## src/rtl/pkt_tx_arbiter.sv

```systemverilog
// Two-source, one-beat packet arbiter feeding a single registered output stage.
// Ties alternate between the diagnostic (dcp) and peripheral (per) sources.
`ifndef PKT_BITS
`define PKT_BITS 72
`endif

module pkt_tx_arbiter #(
  parameter int PKT_BITS  = `PKT_BITS,
  parameter bit DCP_FIRST = 1'b1
) (
  input  logic                clk,
  input  logic                reset,
  input  logic [PKT_BITS-1:0] dcp_data_in,
  input  logic                dcp_vld_in,
  output logic                dcp_rdy_out,
  input  logic [PKT_BITS-1:0] per_data_in,
  input  logic                per_vld_in,
  output logic                per_rdy_out,
  output logic [PKT_BITS-1:0] pkt_data_out,
  output logic                pkt_vld_out,
  input  logic                pkt_rdy_in,
  output logic [1:0]          ptx_cnt_out
);

  typedef enum logic {
    SRC_PER = 1'b0,
    SRC_DCP = 1'b1
  } src_e;

  // Seeding last_src with the opposite source makes the first tie go to the favoured one.
  localparam src_e LAST_SRC_RST = DCP_FIRST ? SRC_PER : SRC_DCP;

  src_e                last_src_q;
  src_e                last_src_d;
  logic                pkt_vld_q;
  logic                pkt_vld_d;
  logic [PKT_BITS-1:0] pkt_data_q;
  logic [PKT_BITS-1:0] pkt_data_d;

  logic load_en_s;
  logic sel_dcp_s;
  logic dcp_xfer_s;
  logic per_xfer_s;

  // Source selection and input handshakes
  always_comb begin
    load_en_s  = 1'b0;
    sel_dcp_s  = 1'b0;
    dcp_xfer_s = 1'b0;
    per_xfer_s = 1'b0;
    if (reset) begin
      load_en_s = 1'b0;
    end else begin
      load_en_s = !pkt_vld_q || pkt_rdy_in;
    end
    case ({dcp_vld_in, per_vld_in})
      2'b11:   sel_dcp_s = (last_src_q == SRC_PER);
      2'b10:   sel_dcp_s = 1'b1;
      2'b01:   sel_dcp_s = 1'b0;
      default: sel_dcp_s = 1'b0;
    endcase
    dcp_xfer_s = load_en_s && dcp_vld_in && sel_dcp_s;
    per_xfer_s = load_en_s && per_vld_in && !sel_dcp_s;
  end

  // Output register and last-source next state
  always_comb begin
    pkt_vld_d  = pkt_vld_q;
    pkt_data_d = pkt_data_q;
    last_src_d = last_src_q;
    if (dcp_xfer_s) begin
      pkt_vld_d  = 1'b1;
      pkt_data_d = dcp_data_in;
      last_src_d = SRC_DCP;
    end else if (per_xfer_s) begin
      pkt_vld_d  = 1'b1;
      pkt_data_d = per_data_in;
      last_src_d = SRC_PER;
    end else if (pkt_rdy_in) begin
      pkt_vld_d  = 1'b0;
    end else begin
      pkt_vld_d  = pkt_vld_q;
    end
  end

  // State registers
  always_ff @(posedge clk or posedge reset) begin
    if (reset) begin
      pkt_vld_q  <= 1'b0;
      pkt_data_q <= {PKT_BITS{1'b0}};
      last_src_q <= LAST_SRC_RST;
    end else begin
      pkt_vld_q  <= pkt_vld_d;
      pkt_data_q <= pkt_data_d;
      last_src_q <= last_src_d;
    end
  end

  assign dcp_rdy_out  = dcp_xfer_s;
  assign per_rdy_out  = per_xfer_s;
  assign ptx_cnt_out  = {dcp_xfer_s, per_xfer_s};
  assign pkt_vld_out  = pkt_vld_q;
  assign pkt_data_out = pkt_data_q;

endmodule

```

## config.mk

```make
export PLATFORM = sky130hd
export DESIGN_NAME = pkt_tx_arbiter
export DESIGN_NICKNAME = d
export VERILOG_FILES = /design/src/rtl/pkt_tx_arbiter.sv
export SDC_FILE = /design/constraint.sdc
export NUM_CORES = 1
export LEC_CHECK = 0
export ABC_AREA = 0
export BUFFER_PORTS_ARGS = -buffer_cell sky130_fd_sc_hd__buf_2
export CAP_MARGIN = 20
export CORE_MARGIN = 1
export CORE_UTILIZATION = 50
export CTS_CLUSTER_SIZE = 25
export DETAILED_ROUTE_END_ITERATION = 10
export HOLD_SLACK_MARGIN = 0.06
export MAX_ROUTING_LAYER = met4
export PLACE_DENSITY = 0.9
export SETUP_SLACK_MARGIN = 0.3
export SLEW_MARGIN = 10
export SYNTH_ARGS = -nofsm -noshare
export SYNTH_HDL_FRONTEND = slang
export SYNTH_SLANG_ARGS = --single-unit
```

## constraint.sdc

```tcl
create_clock -name clk -period 8.55 [get_ports clk]
set_input_delay 0 -clock clk [delete_from_list [all_inputs] [get_ports clk]]
set_output_delay 0 -clock clk [all_outputs]
set_load 0.01 [all_outputs]
```

==> results list, run 1 <==
* Detail-routed via count per cell: 6.65
- The library cell used most frequently in the layout, excluding fill and tap cells, is buf_2.
- Summed over all layers, the global routing overflow is 0.
- Maximum vdd drop: 0.115 mV
* List of cells traversed by the critical path: buf_2 > buf_4 > inv_6 > buf_4 > nand4_1 > a31oi_2 > dlygate4sd3_1
- Crit path max-delay cell type: buf_4
- Library cells used by synthesis: 20
- Critical Setup Path Class: primary input to flop
- By area the synthesized netlist is led by dfrtp_1 42%, a31oi_1 18%, o31ai_1 12%.
- Data arrives at the worst endpoint at 3.24 ns.
- The count of buffers added on input and output ports is around 230.
- Switching part of the total: between 30% and 40%
* Pwr per Cell Area: 184 mW/mm2
- Once detailed placement completed, the half-perimeter wirelength came to between 8000 and 9000 um.
* Syn_area_per_cell: 9.57 um2
- Share of the synthesized area in the top cell type: 42.3%
- Filler cells: 468
- Clock tree synthesis inserted a total of 9 buffers.
* Number of nets in the synthesized netlist: just over 600
- Crit path largest cell delay: 0.91 ns
- The internal power of the cells totals 0.867 mW.
* Netlist area before placement: between 0.004 and 0.005 mm2
- After detailed routing, the number of remaining DRC violations is 0.
* Max-cap violation count: 0
- Slew @ Worst Pin: approximately 1.1 ns
- The routed design could run at a clock period as short as 2.97 ns.
* CTS clk-pin slew, worst paths: 0.08 ns
- Overall power consumption after layout is estimated at 1.29 mW.
- For this run, the detailed router's first-pass iteration total came to 5.
- The first global-routing pass estimated between 20000 and 30000 um of wire.
- Cell Area, Placed: between 0.005 and 0.006 mm2
* Wire length per cell: 20.1 um
- Final hold violation count: 0
* Setup slack on the worst flop-to-flop path: 5.64 ns
- Finished Cell Area: about 0.0070 mm2
- Kind of cell adding the most delay to the critical path: buffers and inverters
- Sequential elements use roughly 42% of the synthesized area.
- Headroom to the max-slew limit came out at 25.4%.
- Antenna violations before repair: 0
- The net count of the finished layout is 914.
- Cell type contributing the most total cell area after synthesis: dfrtp_1
- Core Rows: 33
- Cells fill 84.1% of the core in the end.
- Across all layers, the routed design uses between 5000 and 6000 vias.
- Summed over all cells, the static leakage comes to around 2.8 nW.
- Post-route ant nets: 0
- The tightest hold path in the finished design has a slack of 0.343 ns.
- Maximum net fanout on the critical path: 122
- Cell chosen for the clock root: clkbuf_8
* Critical Path Most Common Cell: buf_4
* Core box area: between 0.008 and 0.009 mm2
* Clock Skew: 0.0137 ns
- Final Routed Wirelength: 17600 um
- H-Tree Level Count: 3
- Horiz. Die Dim: ~96 um
- The worst setup path is captured at a flop.
* Setup Viol. Count Final: 0
* Routability congestion estimate from global placement: approximately 0.80
* Total negative slack for setup checks: 0 ns
- CTS saw 74 sinks.
- Compared with the post-synthesis result, the final layout area differs by 60.1%.
- DIE AREA: 0.00914 mm2
- Worst Hold Class: primary input to asynchronous set/reset pin
- At the worst endpoint, the required time is around 8.8 ns.
- Combinational share of power: 37.8%
- Synthesis produced a netlist whose cell count is 458.
* FF+latch count, synth: 74
- Share of cells above drive strength 1: 35.6%
- Clock Tree Buf Depth: 2
* Iteration-0 DRC Markers: 585
- Across every metal layer, demand over resource in global routing totals 39.5%.
* Combined area of the multi-input logic cells: approximately 0.0021 mm2
- Switching pwr: around 0.42 mW
* Achievable clock frequency: around 340 MHz
- The sequential cells in the finished layout cover a total of 0.00185 mm2.
- The final critical path takes up 34.7% of the cycle.
- Relative contribution of the clock network to total power: 26.5%
- From bottom edge to top edge, the die measures 95.6 um.
- Share of power burned in registers: 35.8%
- Synth Warn #: 0
- TritonCTS clock tree: yes
- The run finished with clean final reports.
- Entering global routing, the biggest net connects 123 pins.
* Count of boundary I/O pins: 226
- Number of global-route vias before repair: 5454
- The critical path contains buffers and inverters numbering 5 combined.
- The max-slew violation count is 0.
- Setup repair after global routing left no endpoint under its margin.
- Once the floorplan was initialized, standard cells occupied a little over half of the core.
* Top library cells by usage in the layout, fill and taps aside: 225 x buf_2, 146 x dlygate4sd3_1, 126 x a31oi_1
- STA classifies the critical path startpoint as a primary input.
- Worst skew pair latency: 0.34 ns
## sequential cells by signal (all words and copies together), names as in the netlist
register	cells
pkt_data_out	72
pkt_vld_out	1
last_src_q	1
## timing repair
action,in CTS,in global routing
setup buffers,0,0
gates resized for setup,0,0
endpoints found under the hold margin,73,0
hold buffers,146,0
## synth_stat cells, drive strengths merged
cell    number
a21bo        1
nor3         1
a31oi      146
buf         35
clkbuf      47
or2          2
and3         2
a21boi       1
o31ai       72
dfrtp       74
nand2b       2
inv          1
nand4       72
and2b        1
nor2         1
## cell families (layout without fill, tap and decap cells)
kind of cell | count (synthesis) | in the layout | share of synthesized area (%)
other cells | 0 | 1 | 0
simple gates | 81 | 81 | 11.6
buf+inv | 83 | 395 | 9.68
compound gates | 220 | 220 | 36.4
flops | 74 | 74 | 42.3
## power groups by stage
stage | Combinational [mW] | Clock [mW] | Sequential, mW
global route | 0.521 | 0.362 | 0.466
global placement | 0.336 | 0 | 0.461
detailed placement | 0.346 | 0 | 0.463
finish | 0.487 | 0.341 | 0.461
floorplan | 0.187 | 0 | 0.489
CTS | 0.463 | 0.346 | 0.457
## worst paths after layout
kind | endpoint | startpoint | depth (start not counted)
min reg2reg | pkt_data_out[3]$_DFFE_PP0P_ | pkt_data_out[3]$_DFFE_PP0P_ | 3
max reg2reg | pkt_data_out[22]$_DFFE_PP0P_ | pkt_vld_out$_DFFE_PP0P_ | 5
max | pkt_data_out[13]$_DFFE_PP0P_ | reset | 7
min | pkt_data_out[64]$_DFFE_PP0P_ | reset | 3
min in group clk | pkt_data_out[43]$_DFFE_PP0P_ | dcp_data_in[43] | 4
max in group asynchronous | pkt_data_out[62]$_DFFE_PP0P_ | reset | 4
## final cells by class
cell class	instances	share of cell area, %
timing repair buffer	378	37.6
multi-input combinational	301	30.3
sequential	74	26.4
clock buffer	12	2.21
tap	105	1.87
clock inverter	4	1.39
inverter	1	0.125
antenna	1	0.0357
## metal layers
metal  vias to the layer above  part of all wire, %  GRT usage [%]
li1                       2509                    -              -
met1                      2747                   35           45.1
met2                       459                   51           64.8
met3                       108                  8.1           5.82
met4                         0                  6.1           25.1
met5                         -                    0              -
## worst register-to-register path: stages (launching register included)
cell	delay, ns
dfrtp_1	0.43
nand2b_4	0.32
buf_4	0.91
a31oi_1	0.35
a31oi_1	0.25
dlygate4sd3_1	0.59
## metrics by stage
step / setup slack [ns] / cells
5_1_grt: 5.29 / 875
3_3_place_gp: 5.99 / 713
2_1_floorplan: 5.33 / 458
4_1_cts: 5.70 / 875
6_report: 5.58 / 876
3_5_place_dp: 5.86 / 713
Power figures use the tool's default switching activity.
==> inputs of run 2 (changes only) <==
CORE_UTILIZATION = 42   (was 50)
PLACE_DENSITY = 0.81   (was 0.9)
clock period = 2.49 ns   (was 8.55 ns; I/O delays follow)
==> run 2 against run 1 <==
Utilization fell by 11 points; via count rose by 1.6%; final area rose by 3.3%; clock-buffer cell count did not move; global-route usage fell by 5.6 points; sequential share of layout area fell by 0.84 points; combinational power rose to 3.2 times the previous value; largest power group unchanged.
==> results list, run 2 (synthesis results as in run 1) <==
- STA puts the critical path data required time at about 2.8 ns.
* Number of flip-flops under the largest register name: 72
- Congestion Overflow GR: 0
- Before antenna repair, the detailed router went through 8 iterations.
- For this run, the share of the core covered by cells in the final layout is 72.8%.
- The final route contains between 5000 and 6000 vias.
- In this design, the stage delay of the slowest critical-path cell is 0.57 ns.
* Kind of cell adding the most delay to the critical path: buffers and inverters
* Critical Setup Path Class: flop to flop
- Effective utilization at floorplan: 44.0%
- In the routed layout, each cell is associated on average with a via count of ~6.5.
* Achievable clock frequency: between 400 and 500 MHz
* Setup slack on the worst flop-to-flop path: 0.37 ns
- The longest clock path from root to sink contains 2 buffers.
* Routability congestion estimate from global placement: between 0.8 and 0.9
- The post-route netlist has roughly 37% of its cells at a drive strength greater than 1.
- For this design, the slowest cell found on the critical path is dlygate4sd3_1.
- The number of clock buffers added by TritonCTS is 9.
- Setup violations remaining at the end of the flow were counted as 0.
* Maximum net fanout on the critical path: 38
* H-Tree Level Count: 3
- Wire segments on met3 add up to ~1600 um in the final route.
* Port Buf Inserts: ~230
- Largest net degree at the start of global routing: approximately 150
- Cell Area, Placed: between 0.005 and 0.006 mm2
- Between clock sinks in the finished design, the worst skew comes to around 0.0074 ns.
- Count of buffer and inverter cells on the critical path: 2
- Core Rows: 36
- In the final timing run, aggregate negative setup slack is 0 ns.
- Finished Cell Area: 0.00724 mm2
* Met1 wire length: between 6000 and 7000 um
- In the routed design, unresolved DRC markers number 0.
* Final hold violation count: 0
- Pwr per Cell Area: 588 mW/mm2
* CP arrival: between 2 and 2.5 ns
- Maximum vdd drop: around 0.27 mV
- The final critical path takes up between 80% and 90% of the cycle.
* Total GRT Usage: 33.9%
- Layout Nets: 925
- In the final routed layout, each cell accounts on average for 20.4 um.
- Filler cells: 674
- CTS clk-pin slew, worst paths: 0.08 ns
- The path class of the tightest hold or removal check is primary input to asynchronous set/reset pin.
* Worst skew pair latency: 0.34 ns
- Estimated wirelength of the detail-placed design: 8930 um
- The max-slew violation count is 0.
- Slew Limit Headroom: 64.6%
- TritonCTS clock tree: yes
- The first global-routing pass estimated 28400 um of wire.
- After the first detailed-routing iteration, the DRC count stood at 553.
- The die covers roughly 0.011 mm2.
- In this run the post-CTS setup repair buffer count came out at 0.
- CTS saw 74 sinks.
* Core box area: 0.00995 mm2
- In this run the horizontal extent of the chip is ~100 um.
* Most frequent standard cell in the layout excluding fill and tap cells: buf_2
* Critical Path End Type: flop
* Outcome: finished, final reports clean
- List of cells traversed by the critical path: a21boi_4 > buf_4 > nand4_1 > a31oi_1 > dlygate4sd3_1
* Cell leakage power: 2.97 nW
* Vertical die dimension: 104 um
- Final Routed Wirelength: 18700 um
* Slew @ Worst Pin: 0.531 ns
- Detailed routing placed a total of 9210 um of wire on met2.
* Kind of launch point of the worst setup path: flop
* Area growth from synthesis to layout: 65.3%
* Max-cap violation count: 0
- Top library cells by usage in the layout, fill and taps aside: 225 x buf_2, 147 x dlygate4sd3_1, 126 x a31oi_1
- The initial antenna violation count is 2.
- In this run the remaining antenna-violating nets after routing total 0.
- The tree is rooted in a clkbuf_8.
* Clock period minus worst slack: 2.12 ns
- In this run the top signal layer used is met4.
- Tot Pwr: 4.26 mW
- Setup repair after global routing could not meet its margin everywhere.
- Count of boundary I/O pins: around 230
- The number of global-route vias before repair was ~5600.
run 2: changes by cell type in the layout (fill, tap and decap cells not counted), sizes merged:
cell         previous run  this run
and3                    2         3
buf                   232       240
bufinv                  3         2
clkbuf                 12        13
clkinv                  0         1
diode                   1         2
dlygate4sd3           146       147
run 2: tightest hold or removal path: stages:
cell	delay [ns]
dlygate4sd3_1	0.53
buf_2	0.16
inv_6	0.08
buf_12	0.33
run 2: cell type report:
class                      count  area (um2)  area share (%)
antenna                        2        5.00          0.0691
tap                          133         166            2.30
clock inverter                 4        72.6            1.00
inverter                       1        8.76           0.121
clock buffer                  12         165            2.28
timing repair buffer         388        2820            38.9
sequential                    74        1850            25.6
multi-input combinational    302        2160            29.8
run 2: layer usage:
layer	vias to the layer above	track usage [%]
li1	2541	-
met1	2765	38.8
met2	495	53.4
met3	116	5.95
met4	0	25.2
met5	-	-
run 2: what timing repair did:
action	4_1_cts	5_1_grt
endpoints found under the setup margin	0	16
hold buffers	147	0
hold endpoints to repair	147	0
resized for setup	0	6
run 2: per-stage QoR:
step / instances / worst slack, ns / hold WS, ns
after floorplan: 458 / 0.712 / 0.0974
after global placement: 749 / 0.804 / 0.169
after detailed placement: 749 / 0.733 / 0.174
after CTS: 912 / 0.337 / 0.339
after global routing: 916 / 0.283 / 0.375
final: 916 / 0.366 / 0.343
run 2: worst paths after layout:
check	from	endpoint	cells past startpoint
worst max-delay path	last_src_q$_DFFE_PP0P_	pkt_data_out[18]$_DFFE_PP0P_	5
worst min-delay path	reset	pkt_data_out[12]$_DFFE_PP0P_	4
worst max register to register	last_src_q$_DFFE_PP0P_	pkt_data_out[18]$_DFFE_PP0P_	5
worst min register to register	pkt_data_out[37]$_DFFE_PP0P_	pkt_data_out[37]$_DFFE_PP0P_	2
max in group asynchronous	reset	last_src_q$_DFFE_PP0P_	4
min in group clk	pkt_rdy_in	pkt_data_out[47]$_DFFE_PP0P_	4
run 2: power breakdown:
part	internal, mW	total (mW)	switching, mW
sequential	1.43	1.57	0.139
combinational	0.735	1.58	0.846
clock	0.645	1.11	0.463
total	2.81	4.26	1.45
==> inputs of run 3 (changes only) <==
ABC_AREA = 1   (was 0)
CORE_UTILIZATION = 41   (was 42)
PLACE_DENSITY = 0.8   (was 0.81)
==> run 3 against run 2 <==
Synthesized cell count grew 24%; wire length shrank 16%; first-iteration DRC count shrank 21%; synthesized area shrank 3.5%; sequential share of layout area grew 0.41 points; non-clock buffer count shrank 5; utilization shrank 0.49 points; register-to-register slack gained 0.04 ns; critical endpoint is now pkt_data_out[27]$_DFFE_PP0P_; via count shrank 8.7%; final cell count grew 15%.
==> results list, run 3 <==
* Post-CTS Setup Repair Bufs: 0
- Number of flip-flops under the largest register name: 72
- Across every metal layer, demand over resource in global routing totals 30.7%.
* Vertical die dimension: 104 um
* Library cells used by synthesis: 13
- The routed design could run at a clock period as short as 2.09 ns.
* Synth Warn #: 0
- Share of the cycle needed by the critical path after routing: 83.7%
- Share of the synthesized area in the top cell type: 43.8%
* Post-synth EDFFs: 0
- Most frequent cell after synthesis: nand2_1
- Global routing finished with a remaining overflow of 0.
- Internal Pwr Total: about 2.8 mW
- Pwr per Cell Area: a little under 600 mW/mm2
- Wire length per cell: 14.9 um
* Switching part of the total: approximately 33%
- Based on the critical path, the design can be clocked at up to 480 MHz.
- Count of boundary I/O pins: 226
- The first global-routing pass estimated between 20000 and 30000 um of wire.
- The number of antenna diodes in the final layout is 0.
* Number of nets in the synthesized netlist: 718
- STA classifies the critical path startpoint as a flop.
- Top cells by area, synth: dfrtp_1 44%, nand3_1 17%, nand2_1 13%
* Share of cells above drive strength 1: between 20% and 30%
- TritonCTS built the clock tree.
- STA puts the critical path data arrival time at 2.32 ns.
* Most frequent standard cell in the layout excluding fill and tap cells: buf_2
- After synthesis, the largest family of logic cells by area is simple AND/OR/NAND/NOR gates.
* Post-route ant nets: 0
- Worst Hold Class: primary input to flop
* Total negative slack for setup checks: 0 ns
- Post-synthesis simple-gate area fraction: 30.6%
* Clock Skew: 0.0101 ns
- Met1 wire length: 6060 um
- Clock tree sinks: 74
* Highest layer used for signal routing: met4
- DIE AREA: 0.0107 mm2
* Largest net degree at the start of global routing: 75
- The commonest cells after synthesis are 151 x nand2_1, 144 x nand3_1, 74 x dfrtp_1, 74 x inv_1, 72 x o21bai_1.
- The total area inside the core boundary comes to 0.00986 mm2.
* CTS clk-pin slew, worst paths: 0.08 ns
- In this run the tool buffered the top-level ports with 225 buffer cells.
* Critical Path End Type: flop
* Num CTS Buffers: 9
- Data required time at the worst endpoint: 2.72 ns
- Sequential-to-total area share from yosys stat: 43.8%
* Antenna violations before repair: 0
- Horiz. Die Dim: just over 100 um
* Share of synthesized cell area in full adder, half adder and majority cells: 0%
- Iteration-0 DRC Markers: around 440
- Cell leakage power: 3.74 nW
- Setup violations remaining at the end of the flow were counted as 0.
* Fraction of the mapped netlist area in compound gates: between 10% and 20%
* Final Routed Wirelength: 15700 um
* Routability congestion estimate from global placement: 0.812
- Share of the synthesized netlist area taken by xor and xnor gates: 0%
- Area growth from synthesis to layout: 68.7%
- Final setup slack of the worst path: just over 0.4 ns
- Routed length on met2: 7920 um
* Maximum net fanout on the critical path: 74
- In this run the power spent charging and discharging nets is 1.38 mW.
- Counting flops and latches in the post-synthesis netlist gives 74.
* Total via count in the routed design: around 5400
- In the layout the commonest cells are 225 x buf_2, 149 x nand2_1, 147 x dlygate4sd3_1.
- Finished Cell Area: 0.00713 mm2
* Slew @ Worst Pin: 0.928 ns
- For this run, design rule violations remaining after detail routing come to 0.
* Ys flop type: dfrtp_1
* Placement Setup Slack: roughly 0.84 ns
- Of all flip-flops after synthesis, the portion carrying an async set or reset was between 90% and 100%.
- Combinational share of power: 34.7%
- Detail-routed via count per cell: 5.12
* Setup repair after global routing missed its margin: false
* Outcome: finished, final reports clean
* Final hold violation count: 0
- Detailed-routed wire length on met3: 1030 um
* Netlist area before placement: 0.00423 mm2
- After the last flow step, the layout net total stands at between 1000 and 1500.
- Relative contribution of the clock network to total power: a little over a quarter
- Of the total power, registers draw 38.5%.
* Slew Limit Headroom: approximately two fifths
- The critical path is of the flop to flop type.
- H-Tree Level Count: 3
- Core Rows: 36
- Maximum vdd drop: 0.330 mV
- Cell Area, Placed: roughly 0.0054 mm2
- Clock Tree Buf Depth: 2
- The clock reaches the later pin of the worst-skew pair after 0.34 ns.
- Number of global-route vias before repair: roughly 5400
* Effective utilization at floorplan: a little over two fifths
* Number of cells produced by synthesis: 569
- Syn_area_per_cell: 7.43 um2
- The pre-antenna-repair detailed-routing pass consisted of 5 iterations.
- Max-cap violations in this run came to 0.
- The max-slew violation count was 0.
- The wire-length estimate of the detail-placed layout is 8030 um.
- Cell type contributing the most total cell area after synthesis: dfrtp_1
- Multiplexer fraction of the synthesized cell area: 0%
- Cell chosen for the clock root: clkbuf_8
-- run 3: cell count changes after synthesis, moves of 3 or more --
cell,delta
buf_4,-3
a31oi_2,-20
buf_2,+17
inv_1,+74
nand2_1,+151
buf_1,-5
o31ai_1,-72
o21bai_1,+72
nand4_1,-72
buf_6,-10
clkbuf_1,-35
a31oi_1,-126
nand3_1,+144
-- run 3: routing by layer --
| metal | GRT usage [%] | up-vias |
|---|---|---|
| li1 | - | 2508 |
| met1 | 35.3 | 2508 |
| met2 | 51.7 | 310 |
| met3 | 4.91 | 76 |
| met4 | 15.9 | 0 |
| met5 | - | - |
-- run 3: logic make-up (layout without fill, tap and decap cells) --
logic type	count (synthesis)	count (layout)
compound gates	75	75
buf+inv	123	476
flops	74	74
simple gates	297	297
-- run 3: path summary, 6_finish.rpt --
| kind | end | startpoint | slack, ns | depth (start not counted) |
|---|---|---|---|---|
| setup / recovery | pkt_data_out[27]$_DFFE_PP0P_ | pkt_vld_out$_DFFE_PP0P_ | 0.40 | 7 |
| hold / removal | last_src_q$_DFFE_PP0P_ | dcp_vld_in | 0.37 | 4 |
| setup reg to reg | pkt_data_out[27]$_DFFE_PP0P_ | pkt_vld_out$_DFFE_PP0P_ | 0.40 | 7 |
| hold reg to reg | pkt_data_out[19]$_DFFE_PP0P_ | pkt_data_out[19]$_DFFE_PP0P_ | 0.48 | 2 |
| max in group asynchronous | pkt_data_out[58]$_DFFE_PP0P_ | reset | 1.31 | 4 |
| min in group asynchronous | pkt_data_out[28]$_DFFE_PP0P_ | reset | 0.58 | 4 |
-- run 3: critical path, stage by stage, from the launching register on --
cell and delay, ns:
dfrtp_1 0.42, nand2_1 0.10, nand2_2 0.10, clkbuf_8 0.45, o21bai_1 0.14, nand3_1 0.12
dlygate4sd3_1 0.58, nand2_1 0.05
-- run 3: through the flow --
stage | power [mW] | std cells | hold WS, ns | utilization [%]
2_1_floorplan | 2.28 | 569 | 0.127 | -
3_3_place_gp | 2.78 | 892 | 0.310 | 54.8
3_5_place_dp | 2.80 | 892 | 0.313 | 54.8
4_1_cts | 4.14 | 1055 | 0.347 | 72.1
5_1_grt | 4.41 | 1055 | 0.392 | 72.3
6_report | 4.17 | 1055 | 0.368 | 72.3
-- run 3: area by class of cell --
cell class	instances	area [um2]
well taps	133	166
clock buffers	11	131
flip-flops and latches	74	1850
repair buffers	383	2710
clock inverters	5	103
fillers	696	2740
inverters	77	293
multi-input cells	372	1880
-- run 3: power groups by stage --
stage	Clock [mW]	Sequential, mW	Combinational [mW]
after floorplan	0	1.73	0.547
after global placement	0	1.61	1.17
after detailed placement	0	1.61	1.19
after CTS	1.15	1.60	1.40
after global routing	1.21	1.63	1.57
final	1.12	1.60	1.45
-- run 3: repair_timing --
action / in CTS / in global routing
resized for setup: 0 / 4
setup endpoints to repair: 0 / 69
hold endpoints to repair: 146 / 0
hold buffers: 147 / 0
